[config.mk]
export PLATFORM = sky130hd
export DESIGN_NAME = z80_io_strobe_sync
export DESIGN_NICKNAME = d
export VERILOG_FILES = /design/src/rtl/z80_io_strobe_sync.sv
export SDC_FILE = /design/constraint.sdc
export NUM_CORES = 1
export LEC_CHECK = 0
export BUFFER_PORTS_ARGS = -buffer_cell sky130_fd_sc_hd__buf_4
export CORE_MARGIN = 4
export CORE_UTILIZATION = 47
export DETAILED_ROUTE_END_ITERATION = 16
export PLACE_DENSITY = 0.79
export RECOVER_POWER = 25
export SLEW_MARGIN = 20
export SYNTH_ARGS = -nofsm -noshare
export SYNTH_HDL_FRONTEND = slang
export SYNTH_SLANG_ARGS = --single-unit
[constraint.sdc]
create_clock -name clk -period 2.4 [get_ports clk]
set_clock_uncertainty 0.05 [all_clocks]
set_input_delay 0.48 -clock clk [delete_from_list [all_inputs] [get_ports clk]]
set_output_delay 0.48 -clock clk [all_outputs]
set_load 0.02 [all_outputs]
[src/rtl/z80_io_strobe_sync.sv]
// z80_io_strobe_sync
// Bridges the asynchronous TRS-80 Z80 I/O strobes into the clk domain.
// The strobes are synchronised, the bus is sampled once it has settled,
// a single io_access pulse is issued per I/O cycle, and claimed reads
// stall the Z80 with WAIT until the peripheral supplies data (or a
// timeout substitutes IDLE_DATA).

module z80_io_strobe_sync #(
  parameter int         SYNC_STAGES = 2,
  parameter int         SETTLE_CYC  = 2,
  parameter int         TIMEOUT_CYC = 255,
  parameter logic [7:0] IDLE_DATA   = 8'hFF
) (
  input  logic       clk,
  input  logic       srst,
  input  logic       z80_iorq_n,
  input  logic       z80_rd_n,
  input  logic       z80_wr_n,
  input  logic [8:0] z80_a,
  input  logic [7:0] z80_d,
  output logic [8:0] trs_a,
  output logic [7:0] trs_d,
  output logic       trs_in_n,
  output logic       trs_out_n,
  output logic       io_access,
  input  logic       rd_claim,
  input  logic [7:0] rd_data,
  input  logic       rd_rdy,
  output logic       wait_n,
  output logic       dbus_oe,
  output logic [7:0] dbus_dout,
  output logic       timeout_err
);

  localparam logic [7:0] SETTLE_LAST  = 8'(SETTLE_CYC - 1);
  localparam logic [7:0] TIMEOUT_LAST = 8'(TIMEOUT_CYC - 1);

  typedef enum logic [2:0] {
    ST_IDLE     = 3'd0,
    ST_SETTLE   = 3'd1,
    ST_ACCESS   = 3'd2,
    ST_WAIT_RDY = 3'd3,
    ST_DRIVE    = 3'd4,
    ST_DONE     = 3'd5
  } state_t;

  state_t                 state_r;
  logic [7:0]             cnt_r;
  logic                   is_rd_r;
  logic [SYNC_STAGES-1:0] iorq_sync_r;
  logic [SYNC_STAGES-1:0] rd_sync_r;
  logic [SYNC_STAGES-1:0] wr_sync_r;

  // Active-high views of the synchronised strobes.
  logic iorq_s;
  logic rd_s;
  logic wr_s;
  logic valid_s;
  logic abort_s;

  // Strobe synchronisers; idle (high) after reset so no phantom cycle starts.
  always_ff @(posedge clk) begin
    if (srst) begin
      iorq_sync_r <= {SYNC_STAGES{1'b1}};
      rd_sync_r   <= {SYNC_STAGES{1'b1}};
      wr_sync_r   <= {SYNC_STAGES{1'b1}};
    end else begin
      iorq_sync_r <= {iorq_sync_r[SYNC_STAGES-2:0], z80_iorq_n};
      rd_sync_r   <= {rd_sync_r[SYNC_STAGES-2:0], z80_rd_n};
      wr_sync_r   <= {wr_sync_r[SYNC_STAGES-2:0], z80_wr_n};
    end
  end

  // Decode the synchronised strobes into cycle-valid and cycle-abort conditions.
  always_comb begin
    iorq_s  = ~iorq_sync_r[SYNC_STAGES-1];
    rd_s    = ~rd_sync_r[SYNC_STAGES-1];
    wr_s    = ~wr_sync_r[SYNC_STAGES-1];
    valid_s = iorq_s & (rd_s ^ wr_s);
    if (!iorq_s) begin
      abort_s = 1'b1;
    end else if (is_rd_r) begin
      abort_s = ~rd_s;
    end else begin
      abort_s = ~wr_s;
    end
  end

  // Cycle sequencer with all bus-facing outputs registered.
  always_ff @(posedge clk) begin
    if (srst) begin
      state_r     <= ST_IDLE;
      cnt_r       <= 8'd0;
      is_rd_r     <= 1'b0;
      trs_a       <= 9'd0;
      trs_d       <= 8'd0;
      trs_in_n    <= 1'b1;
      trs_out_n   <= 1'b1;
      io_access   <= 1'b0;
      wait_n      <= 1'b1;
      dbus_oe     <= 1'b0;
      dbus_dout   <= IDLE_DATA;
      timeout_err <= 1'b0;
    end else begin
      io_access <= 1'b0;
      case (state_r)
        ST_IDLE: begin
          if (iorq_s) begin
            if (valid_s) begin
              state_r <= ST_SETTLE;
              cnt_r   <= 8'd0;
              is_rd_r <= rd_s;
            end else begin
              // INTA or both strobes low: not an I/O transfer, just wait it out.
              state_r <= ST_DONE;
            end
          end
        end
        ST_SETTLE: begin
          if (abort_s) begin
            state_r <= ST_IDLE;
          end else if (cnt_r == SETTLE_LAST) begin
            trs_a <= z80_a;
            if (!is_rd_r) begin
              trs_d <= z80_d;
            end
            trs_in_n  <= ~is_rd_r;
            trs_out_n <= is_rd_r;
            io_access <= 1'b1;
            state_r   <= ST_ACCESS;
          end else begin
            cnt_r <= cnt_r + 8'd1;
          end
        end
        ST_ACCESS: begin
          if (abort_s) begin
            trs_in_n  <= 1'b1;
            trs_out_n <= 1'b1;
            state_r   <= ST_IDLE;
          end else if (!is_rd_r) begin
            state_r <= ST_DONE;
          end else if (rd_claim) begin
            if (rd_rdy) begin
              dbus_dout <= rd_data;
              dbus_oe   <= 1'b1;
              state_r   <= ST_DRIVE;
            end else begin
              wait_n  <= 1'b0;
              cnt_r   <= 8'd0;
              state_r <= ST_WAIT_RDY;
            end
          end else begin
            // Nobody claimed the read: leave the board data bus undriven.
            state_r <= ST_DONE;
          end
        end
        ST_WAIT_RDY: begin
          if (abort_s) begin
            wait_n    <= 1'b1;
            dbus_oe   <= 1'b0;
            trs_in_n  <= 1'b1;
            trs_out_n <= 1'b1;
            state_r   <= ST_IDLE;
          end else if (rd_rdy) begin
            // Data arriving on the timeout cycle still wins.
            dbus_dout <= rd_data;
            dbus_oe   <= 1'b1;
            wait_n    <= 1'b1;
            state_r   <= ST_DRIVE;
          end else if (cnt_r == TIMEOUT_LAST) begin
            dbus_dout   <= IDLE_DATA;
            timeout_err <= 1'b1;
            dbus_oe     <= 1'b1;
            wait_n      <= 1'b1;
            state_r     <= ST_DRIVE;
          end else begin
            cnt_r <= cnt_r + 8'd1;
          end
        end
        ST_DRIVE: begin
          if (!iorq_s || !rd_s) begin
            dbus_oe   <= 1'b0;
            trs_in_n  <= 1'b1;
            trs_out_n <= 1'b1;
            state_r   <= ST_IDLE;
          end
        end
        ST_DONE: begin
          if (!iorq_s) begin
            trs_in_n  <= 1'b1;
            trs_out_n <= 1'b1;
            state_r   <= ST_IDLE;
          end
        end
        default: begin
          wait_n    <= 1'b1;
          dbus_oe   <= 1'b0;
          trs_in_n  <= 1'b1;
          trs_out_n <= 1'b1;
          state_r   <= ST_IDLE;
        end
      endcase
    end
  end

endmodule

==> Word level (Yosys, flattened, before mapping) <==
Index checks and enable logic that the tools add are counted.
{ "totals": {"rom_bits": 0, "n_memories": 0, "register_bits": 49, "input_bits": 32, "latch_bits": 0, "ramBits": 0, "wordCells": 133, "output_inout_bits": 31} }
{ "classes": {"mux": 61, "eq_ne": 26, "bitwise_logic": 12, "magnitude_cmp": 0, "n_mul": 0, "reduce_logical": 18, "addsub": 1, "div_mod_pow": 0, "shift": 0} }
{ "op_table": {"columns": ["operator", "count"], "rows": [
  ["$mux W8", 18],
  ["$mux W3", 13],
  ["$pmux W8 S4", 1],
  ["$ne A2 B2 Y1 const B", 15],
  ["$mux W1", 23],
  ["$pmux W3 S6", 1],
  ["$pmux W8 S2", 1],
  ["$reduce_and A7 Y1", 2],
  ["$reduce_and A12 Y1", 1],
  ["$reduce_and A6 Y1", 2],
  ["$not A1 Y1", 10],
  ["$pmux W1 S5", 2],
  ["$add A8 B1 Y8 const B", 1],
  ["$eq A8 B1 Y1 const B", 1],
  ["$eq A8 B8 Y1 const B", 1],
  ["$reduce_and A4 Y1", 2],
  ["$eq A3 B2 Y1 const B", 2],
  ["$eq A3 B3 Y1 const B", 2],
  ["$ne A3 B3 Y1 const B", 2],
  ["$reduce_and A3 Y1", 2],
  ["$reduce_or A3 Y1", 2],
  ["$reduce_and A5 Y1", 1],
  ["$ne A4 B4 Y1 const B", 1],
  ["$pmux W1 S4", 1],
  ["11 further kinds", 11]
]} }

==> Logic depth before layout (Yosys ltp) <==
{ "logic_depth": {"depth_word": 6, "depth_mapped": 8, "ltp_nobuf": 7} }

==> Least setup slack after synthesis <==
No wires, ideal clock.
{ "synth_path": {"path_kind": "reg2reg", "start": "register cnt_r[0]", "end": "register trs_d[6]", "path_slack_ns": 0.435, "t_required_ns": 2.218, "stages_incl_launch_ff": 8, "synth_period_minus_slack_ns": 1.965, "setup_ns": 0.132, "arrival_time_ns": 1.783, "n_path_buf": 1, "cell_sequence": "dfxtp_1 -> ha_1 -> or4b_1 -> and2b_2 -> nand3_1 -> buf_2 -> o21ai_0 -> a21oi_1"} }
{ "synth_between": {"elab_chain_len": 2} }
{ "synth_rtl": {"columns": ["element", "line", "source"], "rows": [
  ["start, declared", "48", "logic [7:0] cnt_r;"],
  ["start signal, assigned", "132", "cnt_r <= cnt_r + 8'd1;"],
  ["start signal, assigned", "177", "cnt_r <= cnt_r + 8'd1;"],
  ["$eq A8 B1 Y1", "122", "end else if (cnt_r == SETTLE_LAST) begin"],
  ["$reduce_and A4 Y1 (no line)", null, null],
  ["end signal, assigned", "125", "trs_d <= z80_d;"],
  ["end, declared", "22", "output logic [7:0] trs_d,"]
]} }
Every way passes these cells.
A chain may end at the register's enable or synchronous reset.

==> Worst setup path in the final report <==
{ "layout_path": {"start": "register cnt_r[0]", "end": "register trs_d[5]"} }
The elaborated chain is that of the path after synthesis.

==> run metrics <==
Synth Flop Type=dfxtp_1; Max FO, Critical Path=8; most frequent cells in the layout=53 x buf_4, 49 x dfxtp_1, 39 x nand2_1, 29 x a21oi_1, 26 x nor2_1; vias in the first global route=2,019; per-cell routed wire length=about 13 um; Port Buffers=62; hold endpoint=iorq_sync_r[0]$_SDFF_PP1_; CTS H-tree depth=2; Synth Instances=278; Slew Viols, Final=0; RSZ-0062 raised after global routing=false; Core Region=4723 sq um; post-synthesis sequential area ratio=about 43%; cts bufs inserted=5; #FFs+latches synth=49; first-pass GRT wire length=9045 um; RR Startpoint=cnt_r[0]$_SDFFE_PP0P_; # IOs=63; post-route ant nets=0; antenna violations before repair=0; placer congestion estimate=0.9133; DRT Pass-1 Iters=5; CP arrival=2.35 ns; Cell Rows=25; commonest non-fill, non-tap cell in the layout=buf_4; worst vdd ir=around 0.39 mV; status=finished, final reports clean; # DRC=0; largest net degree at the start of global routing=25; Synth area leaders=dfxtp_1 43%, nand2_1 6.4%, a21oi_1 6.3%, nor2_1 4.3%, o21ai_0 3.7%; FF-to-FF End=trs_d[5]$_SDFFE_PP0P_; clk root buf=clkbuf_8; Cells after DPL=398; non-filler cells, final=406; # Post-CTS Setup Buffers=0; Vias/cell=5.421; dpl hpwl=3948 um; die width=roughly 80 um; cell area after synthesis=about 2300 sq um; pwr/cell area=665.3 nW/um^2; syn nets=313; leading area contributor after synthesis=dfxtp_1; CP Capture Type=register; clock-pin transition on the worst setup and hold timing paths=~0.10 ns; Antenna Cells=0; Setup TNS Final=0 ns; final WL=5433 um; Initial Util=about 49%; Worst setup SP type=register; setup violators final=0; clock sinks=49; Slew HR=34.19%; initial drt markers=114; total gr overflow=0; Die Footprint=about 6100 sq um; layout cell share with drive strength beyond 1=23.01%; Least-Margin Pin Slew=roughly 1 ns; crit path kind=reg2reg; Tot GR Track Use=18.08%; Crit path required time=roughly 2.6 ns; later-pin clock latency in the skew report=around 0.3 ns; Hold Path Origin=z80_iorq_n; Leakage Power=0.001124 uW; number of flops mapped to enable cells by yosys=0; CTS tree=yes; worst hold path class=in2reg; min cycle time layout=approximately 2.2 ns; Cell variety after synth=53; P&R area growth vs syn=25.87%; die height=77.84 um; Reg2Reg Depth=6; register-to-register setup slack=0.23 ns; Clock Tree Buf Depth=2; fin crit share=between 90% and 100%; Vias=2,201; max cap viols=0; warnings from Yosys=0; post-layout net count=373; Hold Path Cell Cnt=2; Syn Area/Cell=8.245 sq um; cts repair resizes=0; maximum operating frequency=between 400 and 500 MHz; post-synth top area share=a little over two fifths; final hold viol count=0; hold buffers post-CTS=0; asr flop ratio synth=0%
## registers in the layout, summed over array words and instances, names as in the netlist
signal and count:
wr_sync_r 2, trs_out_n 1, wait_n 1, cnt_r 8, state_r 3, io_access 1
rd_sync_r 2, trs_a 9, dbus_dout 8, trs_in_n 1, timeout_err 1, iorq_sync_r 2
dbus_oe 1, trs_d 8, is_rd_r 1
## synthesized netlist by cell type (2+ instances only)
library cell   n
or4_1          3
nor2_1        26
a31oi_1        3
o221ai_1       2
o21ai_0       17
buf_2          4
dfxtp_1       49
or2_4          2
nand3_1       13
nand4_1        2
ha_1           3
and3_1         3
o211ai_1       4
or3_1          3
a211oi_1       2
nor2b_1        4
nand2_1       39
inv_1          8
a21oi_1       29
mux2i_1        8
or2_2          8
o31ai_1        2
nor3_1         5
clkbuf_1      10
## worst max path at each step
stage                          start                       to  slack (ns)
6_report       cnt_r[0]$_SDFFE_PP0P_    trs_d[5]$_SDFFE_PP0P_        0.23
2_1_floorplan  cnt_r[0]$_SDFFE_PP0P_    trs_d[6]$_SDFFE_PP0P_        0.44
4_1_cts        cnt_r[0]$_SDFFE_PP0P_    trs_d[5]$_SDFFE_PP0P_        0.23
3_5_place_dp   cnt_r[0]$_SDFFE_PP0P_    trs_d[5]$_SDFFE_PP0P_        0.27
3_3_place_gp   cnt_r[1]$_SDFFE_PP0P_  state_r[0]$_SDFFE_PP0P_        0.37
5_1_grt        cnt_r[0]$_SDFFE_PP0P_    trs_d[0]$_SDFFE_PP0P_        0.12
## cell families (layout without fill, tap and decap cells)
kind of cell,Yosys count,after routing,synth area share (%)
buffers and inverters,23,84,4.149
flip-flops,49,49,42.79
AND/OR/NAND/NOR,121,121,26.58
XOR/XNOR,1,1,0.3822
adder cells (fa/ha/maj),3,3,1.638
AO/OA/AOI/OAI,71,71,19.81
multiplexers,10,10,4.640
## worst max-delay path: stages (launching register included)
cell	delay, ns
dfxtp_1	0.44
ha_1	0.19
or4b_1	0.48
and2b_2	0.31
and4b_1	0.37
nand2_1	0.09
a21oi_1	0.16
## report_power, final
| part | internal [uW] | switching [uW] | total, uW |
|---|---|---|---|
| combinational | 201 | 210 | 411 |
| sequential | 838 | 55.4 | 894 |
| clock | 339 | 276 | 615 |
## metrics by stage
| stage | hold WS (ns) | setup slack, ns | util [%] | area [sq um] | total power (uW) |
|---|---|---|---|---|---|
| 2_1_floorplan | 0.3395 | 0.4351 | - | 2292 | 1219 |
| 3_3_place_gp | 0.3412 | 0.3673 | 59.74 | 2821 | 1316 |
| 3_5_place_dp | 0.3517 | 0.2687 | 59.74 | 2821 | 1322 |
| 4_1_cts | 0.3053 | 0.2305 | 62.28 | 2942 | 1936 |
| 5_1_grt | 0.2982 | 0.1223 | 61.09 | 2885 | 2026 |
| 6_report | 0.3097 | 0.2267 | 61.09 | 2885 | 1920 |
## area by class of cell
class | count | area [sq um]
Timing Repair Buffer | 68 | 454.2
Multi-Input combinational cell | 206 | 1216
Inverter | 8 | 30.03
Fill cell | 434 | 1838
Clock inverter | 2 | 37.54
Clock buffer | 6 | 82.58
Sequential cell | 49 | 980.9
Tap cell | 67 | 83.83
## metal layers
metal / vias to the layer above / wire [um] / track usage [%]
li1: 1102 / - / -
met1: 1032 / 2330 / 21.93
met2: 56 / 2662 / 30.74
met3: 11 / 364 / 4.872
met4: 0 / 75 / 6.050
met5: - / 0 / 0
Note: power is estimated with default switching activity, not from simulation.
